**config.mk**
```make
export PLATFORM = sky130hd
export DESIGN_NAME = pipeline_hazard_ctrl
export DESIGN_NICKNAME = d
export VERILOG_FILES = /design/src/rtl/pipeline_hazard_ctrl.sv
export SDC_FILE = /design/constraint.sdc
export NUM_CORES = 1
export LEC_CHECK = 0
export CAP_MARGIN = 20
export CELL_PAD_IN_SITES_DETAIL_PLACEMENT = 0
export CELL_PAD_IN_SITES_GLOBAL_PLACEMENT = 2
export CORE_AREA = 2 2 67 69
export CTS_BUF_LIST = sky130_fd_sc_hd__clkbuf_8
export CTS_CLUSTER_DIAMETER = 150
export CTS_CLUSTER_SIZE = 14
export DETAILED_ROUTE_END_ITERATION = 7
export DIE_AREA = 0 0 69 71
export PLACE_DENSITY = 0.78
export SETUP_SLACK_MARGIN = 0.5
export SKIP_LAST_GASP = 1
export SYNTH_ARGS = -nofsm -noshare
export SYNTH_HDL_FRONTEND = slang
export SYNTH_SLANG_ARGS = --single-unit
```
**constraint.sdc**
```tcl
create_clock -name clk -period 2.05 [get_ports clk]
set_input_delay 0.41 -clock clk [delete_from_list [all_inputs] [get_ports clk]]
set_output_delay 0.41 -clock clk [all_outputs]
set_load 0.03 [all_outputs]
```
**src/rtl/pipeline_hazard_ctrl.sv**
```systemverilog
// Hazard/stall sequencer for the 5-stage pipeline: load-use and branch-in-ID RAW stalls,
// EXE operand forwarding select, and a fixed-latency MDU hold FSM. Define FORWARDING_EN for forwarding.
module pipeline_hazard_ctrl #(
  parameter int MDU_CYCLES = 4
) (
  input  logic       clk,
  input  logic       rst,
  input  logic [4:0] id_rs_addr,
  input  logic [4:0] id_rt_addr,
  input  logic       id_rs_used,
  input  logic       id_rt_used,
  input  logic       id_is_branch,
  input  logic       id_is_mdu,
  input  logic [4:0] ex_rs_addr,
  input  logic [4:0] ex_rt_addr,
  input  logic [4:0] ex_wr_addr,
  input  logic       ex_regwe,
  input  logic       ex_is_load,
  input  logic [4:0] mem_wr_addr,
  input  logic       mem_regwe,
  input  logic       mem_is_load,
  input  logic [4:0] wb_wr_addr,
  input  logic       wb_regwe,
  output logic       pc_stall,
  output logic       if_id_stall,
  output logic       id_exe_pause,
  output logic [1:0] fwd_a_sel,
  output logic [1:0] fwd_b_sel,
  output logic       mdu_busy
);

  localparam logic [1:0] ST_IDLE  = 2'd0;
  localparam logic [1:0] ST_BUSY  = 2'd1;
  localparam logic [3:0] CNT_INIT = 4'(MDU_CYCLES - 1);

  logic [1:0] state_q, state_d;
  logic [3:0] cnt_q, cnt_d;
  logic       mdu_stall;
  logic       data_haz;
  logic       stall;
  logic [1:0] fwd_a, fwd_b;

  // Register $0 is hard-wired to zero, so it can never carry a dependency.
  function automatic logic src_hit(input logic [4:0] dst, input logic [4:0] src, input logic used);
    return used && (src != 5'd0) && (src == dst);
  endfunction

  logic ex_hit, mem_hit;
  assign ex_hit  = src_hit(ex_wr_addr,  id_rs_addr, id_rs_used) |
                   src_hit(ex_wr_addr,  id_rt_addr, id_rt_used);
  assign mem_hit = src_hit(mem_wr_addr, id_rs_addr, id_rs_used) |
                   src_hit(mem_wr_addr, id_rt_addr, id_rt_used);

`ifdef FORWARDING_EN
  logic load_use, br_haz;
  assign load_use = ex_is_load & ex_regwe & ex_hit;
  // A branch compares in ID, so it cannot take an EXE result and needs load data only after MEM.
  assign br_haz   = id_is_branch & ((ex_regwe & ex_hit) | (mem_is_load & mem_regwe & mem_hit));
  assign data_haz = load_use | br_haz;

  function automatic logic [1:0] fwd_pick(input logic [4:0] src, input logic [4:0] m_addr,
                                          input logic m_we, input logic [4:0] w_addr,
                                          input logic w_we);
    if (src == 5'd0)                return 2'd0;
    else if (m_we && m_addr == src) return 2'd1;
    else if (w_we && w_addr == src) return 2'd2;
    else                            return 2'd0;
  endfunction

  assign fwd_a = fwd_pick(ex_rs_addr, mem_wr_addr, mem_regwe, wb_wr_addr, wb_regwe);
  assign fwd_b = fwd_pick(ex_rt_addr, mem_wr_addr, mem_regwe, wb_wr_addr, wb_regwe);
`else
  // Without bypass paths every in-flight producer must retire to the regfile; WB writes in the
  // first half-cycle, so only EXE and MEM producers block.
  assign data_haz = (ex_regwe & ex_hit) | (mem_regwe & mem_hit);
  assign fwd_a    = 2'd0;
  assign fwd_b    = 2'd0;

  logic unused_inputs;
  assign unused_inputs = ^{id_is_branch, ex_is_load, mem_is_load, ex_rs_addr, ex_rt_addr,
                           wb_wr_addr, wb_regwe};
`endif

  always_comb begin
    // NOTE: every always_comb output gets a default first so no path leaves it unassigned (no latch).
    state_d   = state_q;
    cnt_d     = cnt_q;
    mdu_stall = 1'b0;
    case (state_q)
      ST_IDLE: begin
        if (id_is_mdu && !data_haz) begin
          mdu_stall = 1'b1;
          if (MDU_CYCLES > 1) begin
            state_d = ST_BUSY;
            cnt_d   = CNT_INIT;
          end
        end
      end
      ST_BUSY: begin
        if (cnt_q != 4'd0) begin
          mdu_stall = 1'b1;
          cnt_d     = cnt_q - 4'd1;
        end else begin
          state_d = ST_IDLE;
        end
      end
      default: begin
        state_d = ST_IDLE;
        cnt_d   = 4'd0;
      end
    endcase
  end

  always_ff @(posedge clk) begin
    // NOTE: sequential state uses non-blocking assignments so all flops update from pre-edge values.
    if (!rst) begin
      state_q <= ST_IDLE;
      cnt_q   <= 4'd0;
    end else begin
      state_q <= state_d;
      cnt_q   <= cnt_d;
    end
  end

  assign stall = data_haz | mdu_stall;

  // Reset holds fetch free-running while ID/EXE is flushed with bubbles.
  assign pc_stall     = rst & stall;
  assign if_id_stall  = rst & stall;
  assign id_exe_pause = ~rst | stall;
  assign fwd_a_sel    = rst ? fwd_a : 2'd0;
  assign fwd_b_sel    = rst ? fwd_b : 2'd0;
  // The cnt==0 BUSY cycle is the issue cycle, so it is not reported as busy.
  assign mdu_busy     = rst & (state_q == ST_BUSY) & (cnt_q != 4'd0);

endmodule

```
# Word-level counts from Yosys, hierarchy flattened
# Index checks and enable logic that the tools add are counted.
# op_classes
bitwise_logic,11
n_mux,9
n_eq_ne,8
addsub,1
n_reduce_logical,14
# op_table
cell,n
equality test 5 bit,4
nonzero test 5 bit,2
two-way mux 4 bit,2
one-hot mux 4 bit (2 select lines),1
logical AND 1 bit,7
"inequality test 2 bit, second input constant",3
AND 1 bit,5
OR 1 bit,5
two-way mux 2 bit,2
one-hot mux 2 bit (2 select lines),1
AND reduction 2 bit,2
nonzero test 4 bit,1
"subtractor 4 x 1 -> 4 bit, second input constant",1
"equality test 2 x 1 -> 1 bit, second input constant",1
logical NOT 2 bit,1
two-way mux 1 bit,2
one-hot mux 1 bit (2 select lines),1
logical NOT 1 bit,1
NOT 1 bit,1
# totals
inputBits,46
ff_bits,6
elab_cells,45

# Longest topological paths before layout
# logic_depth
word_depth,12
ltp_mapped,6
mapped_depth_nobuf,6

# Least setup slack after synthesis
# Ideal clock, no wire load.
# synth_path
path_type,input -> output
from,input port id_rs_addr[3]
to,output port pc_stall
arrival_time_ns,2.258
n_path_buf,1
slack_ns,-0.618
t_required_ns,1.640
stages,6
cell_sequence,xor2_1 -> nor4_2 -> a32oi_1 -> o22a_1 -> a21boi_0 -> buf_4
# synth_via
elab_chain_len,12
elab_cells_between_ends,17
cone_classes,eq/ne (2); mux (2); bitwise (7); reduce/logical (6)
# synth_rtl
item,line,source
"start, declared",8,"input logic [4:0] id_rs_addr,"
nonzero test 5 bit,45,return used && (src != 5'd0) && (src == dst);
logical AND 1 bit (2 in a row),45,
"OR 1 bit, on equally long branches","49, 51",
AND 1 bit,75,assign data_haz = (ex_regwe & ex_hit) | (mem_regwe & mem_hit);
OR 1 bit (*),75,
logical NOT 1 bit,91,if (id_is_mdu && !data_haz) begin
logical AND 1 bit,91,
two-way mux 1 bit,91,
one-hot mux 1 bit (2 select lines),89,case (state_q)
OR 1 bit (*),125,assign stall = data_haz | mdu_stall;
AND 1 bit (*),-,
"end, declared",24,"output logic pc_stall,"
# Every way passes the cells marked *; elsewhere a longest branch is shown, timed or not.

# Worst setup path after layout
# layout_path
from,input port ex_wr_addr[2]
to,output port if_id_stall
# layout_via
elab_chain_len,11
elab_cells_between_ends,13
cone_classes,eq/ne (2); mux (2); bitwise (5); reduce/logical (4)
# layout_rtl
item,line,source
"start, declared",16,"input logic [4:0] ex_wr_addr,"
equality test 5 bit,45,
logical AND 1 bit,45,
OR 1 bit (*),49,"assign ex_hit = src_hit(ex_wr_addr, id_rs_addr, id_rs_used) |"
AND 1 bit (*),75,
OR 1 bit (*),75,
logical NOT 1 bit,91,
logical AND 1 bit,91,
two-way mux 1 bit,91,
one-hot mux 1 bit (2 select lines),89,
OR 1 bit (*),125,
AND 1 bit (*),129,assign if_id_stall = rst & stall;
"end, declared",25,"output logic if_id_stall,"
# Marks and branches as above.

==> metrics.txt <==
global placement routability congestion=0.735; total global routing overflow=0; Initial Util=14.6%; Worst Path Buf+Inv=2; Period Utilization, post-route=107%; combinational share of power=51.7%; clk_lat worst skew=220 ps; worst min path class=flop to flop; row cnt=24; Clock transition at path regs=30 ps; Die W=69 um; Mapped Area=613 um2; final WL=2.17 mm; WS Path Type=input port to output pin; layout cell share with drive strength beyond 1=63.4%; Yosys warning count=0; Die H=71 um; vias in the first global route=812; final hold vios=0; Pleak=0.581 nW; Post-synth EDFFs=0; Area growth syn-to-layout=126%; outcome=complete, but fails checks; quantity of hold-fixing buffers added after cts=0; commonest non-fill, non-tap cell in the layout=buf_4; post-synth top area share=22.9%; H-tree levels=1; largest cells by area after synthesis=xor2_1 (23%), dfxtp_1 (16%), buf_4 (6.1%); DRC=0; RSZ-0062 raised after global routing=yes; remaining antenna violation count after routing=0; P_int=409 uW; Yosys top cell by area=xor2_1; Required @ worst endpoint=1640 ps; Peak supply drop=0.000186 V; drt wl/cell=11.6 um; CTS tree=done; crit-path max cell delay=320 ps; failing checks=setup timing; Yosys cell types=33; total CTS buffers=3; post-synthesis register bit count=5; post-synthesis cell count=75; die area=4900 um2; Setup TNS Final=-335 ps; Worst path top cell family by delay=compound AO/OA/AOI/OAI gates; fin nets=182; Avg Vias per Cell=4.10; clk sink count=5; first-pass GRT wire length=3.56 mm; DR vias=763; clock skew=3.48 ps; post-layout total power=607 uW; clock network power share=28.7%; Diodes inserted=0; Max Clock Freq=454 MHz; crit end category=output pin; cell chain of the critical path=buf_8, xor2_2, nor4_2, a32oi_1, o22a_4, a21boi_4, buf_6; Syn Area/Cell=8.17 um2; post-DP HPWL=1.63 mm; DR pass1 iterations=3; maximum root-to-sink buffer count=2; Fin Hold WS=523 ps; Core ar.=4200 um2; Final setup viols=3; Initial DRC Count=5; Max Fanout on Critical Path=3; IO Pins=54; Data arrival, critical path=1790 ps; ys async rst share=0%; final worst setup slack=-153 ps; sequential fraction of the synthesis area=16.3%; power density over cell area=439 nW/um2; initial antenna violation count=0; commonest non-fill, non-tap cells in the layout=buf_4 (24), buf_6 (15), xor2_1 (9), xor2_2 (7), clkdlybuf4s50_1 (6); fin crit period=2200 ps; Port-buffer cells=30; Switching Fraction=32.6%; pin count of the biggest net entering global routing=7; max cap viols=0; Main synth FF type=dfxtp_1; root buffer cell=clkbuf_8; Max stage delay cell, worst path=nor4_2; Flop pwr share=19.5%; Max Slew Vio Count=0; Sw Pwr=198 uW; Critical Path Start Type=input port; GRT Resource Usage Total=8.79%
==> what timing repair did <==
item                       CTS  global route
setup endpoints to repair    9             9
gates resized for setup     83            46
pin swaps                   14            18
buffers inserted            10             5
==> cell usage after synthesis (2+ instances only) <==
cell type and n:
xnor2_1 4, xor2_1 16, nor4_1 4, and2_1 4, a32oi_1 2, nand2_1 4, nand3_1 2, dfxtp_1 5
or4_1 2, nor2_1 2, a21boi_0 2, buf_4 5, o21ai_1 2, inv_1 2
==> registers in the layout, summed over array words and instances, names as in the netlist <==
register,flops
cnt_q,4
state_q,1
==> final cells by class <==
cell class	count	area, um2
Fill cell	423	2820
Multi-Input combinational cell	65	647
Timing Repair Buffer	58	514
Sequential cell	5	104
Tap cell	52	65.1
Clock buffer	3	41.3
Inverter	2	7.51
Clock inverter	1	3.75
==> power groups by stage <==
stage / Clock (mW) / Sequential [mW] / Combinational [mW]
after floorplan: 0 / 0.118 / 0.128
after global placement: 0 / 0.120 / 0.228
after detailed placement: 0 / 0.121 / 0.230
after CTS: 0.182 / 0.118 / 0.282
after global routing: 0.188 / 0.120 / 0.342
final: 0.174 / 0.119 / 0.314
==> logic make-up after synthesis <==
family                   count (synthesis)  share of synthesized area, %
flip-flops                               5                          16.3
XOR/XNOR                                20                          28.6
AO/OA/AOI/OAI                           14                          18.2
buffers and inverters                    8                          7.96
adder cells (fa/ha/maj)                  1                          2.04
multiplexers                             1                          1.63
other                                    1                         0.612
AND/OR/NAND/NOR                         25                          24.7
==> stage by stage <==
stage	area (um2)	instances	setup slack (ps)	util, %
after CTS	1240	181	-147	29.5
final	1380	186	-153	32.9
after detailed placement	1050	167	-549	25.0
after global placement	1050	167	-534	25.0
after global routing	1380	186	-250	32.9
after floorplan	642	78	-53.3	-
==> routing by layer <==
layer	track usage (%)	up-vias	part of all wire, %
met3	1.14	4	2.1
met5	0	-	0
li1	-	375	-
met4	3.49	0	2.2
met1	9.57	369	39
met2	17.1	15	56
==> worst reg2reg max path, cell delays in order (launching register included) <==
cell and delay (ps):
dfxtp_2 310, inv_2 60, ha_4 130, a21boi_2 60
buf_4 140, buf_4 140, or2_2 270, o211a_1 230
==> path summary, 6_finish.rpt <==
check,start,end,slack [ps],cells past startpoint
worst max-delay path,ex_wr_addr[2],if_id_stall,-150,7
worst min-delay path,cnt_q[3],cnt_q[3],520,2
worst max register to register,cnt_q[1],cnt_q[0],610,7
worst min register to register,cnt_q[3],cnt_q[3],520,2
Note: power is estimated with default switching activity, not from simulation.
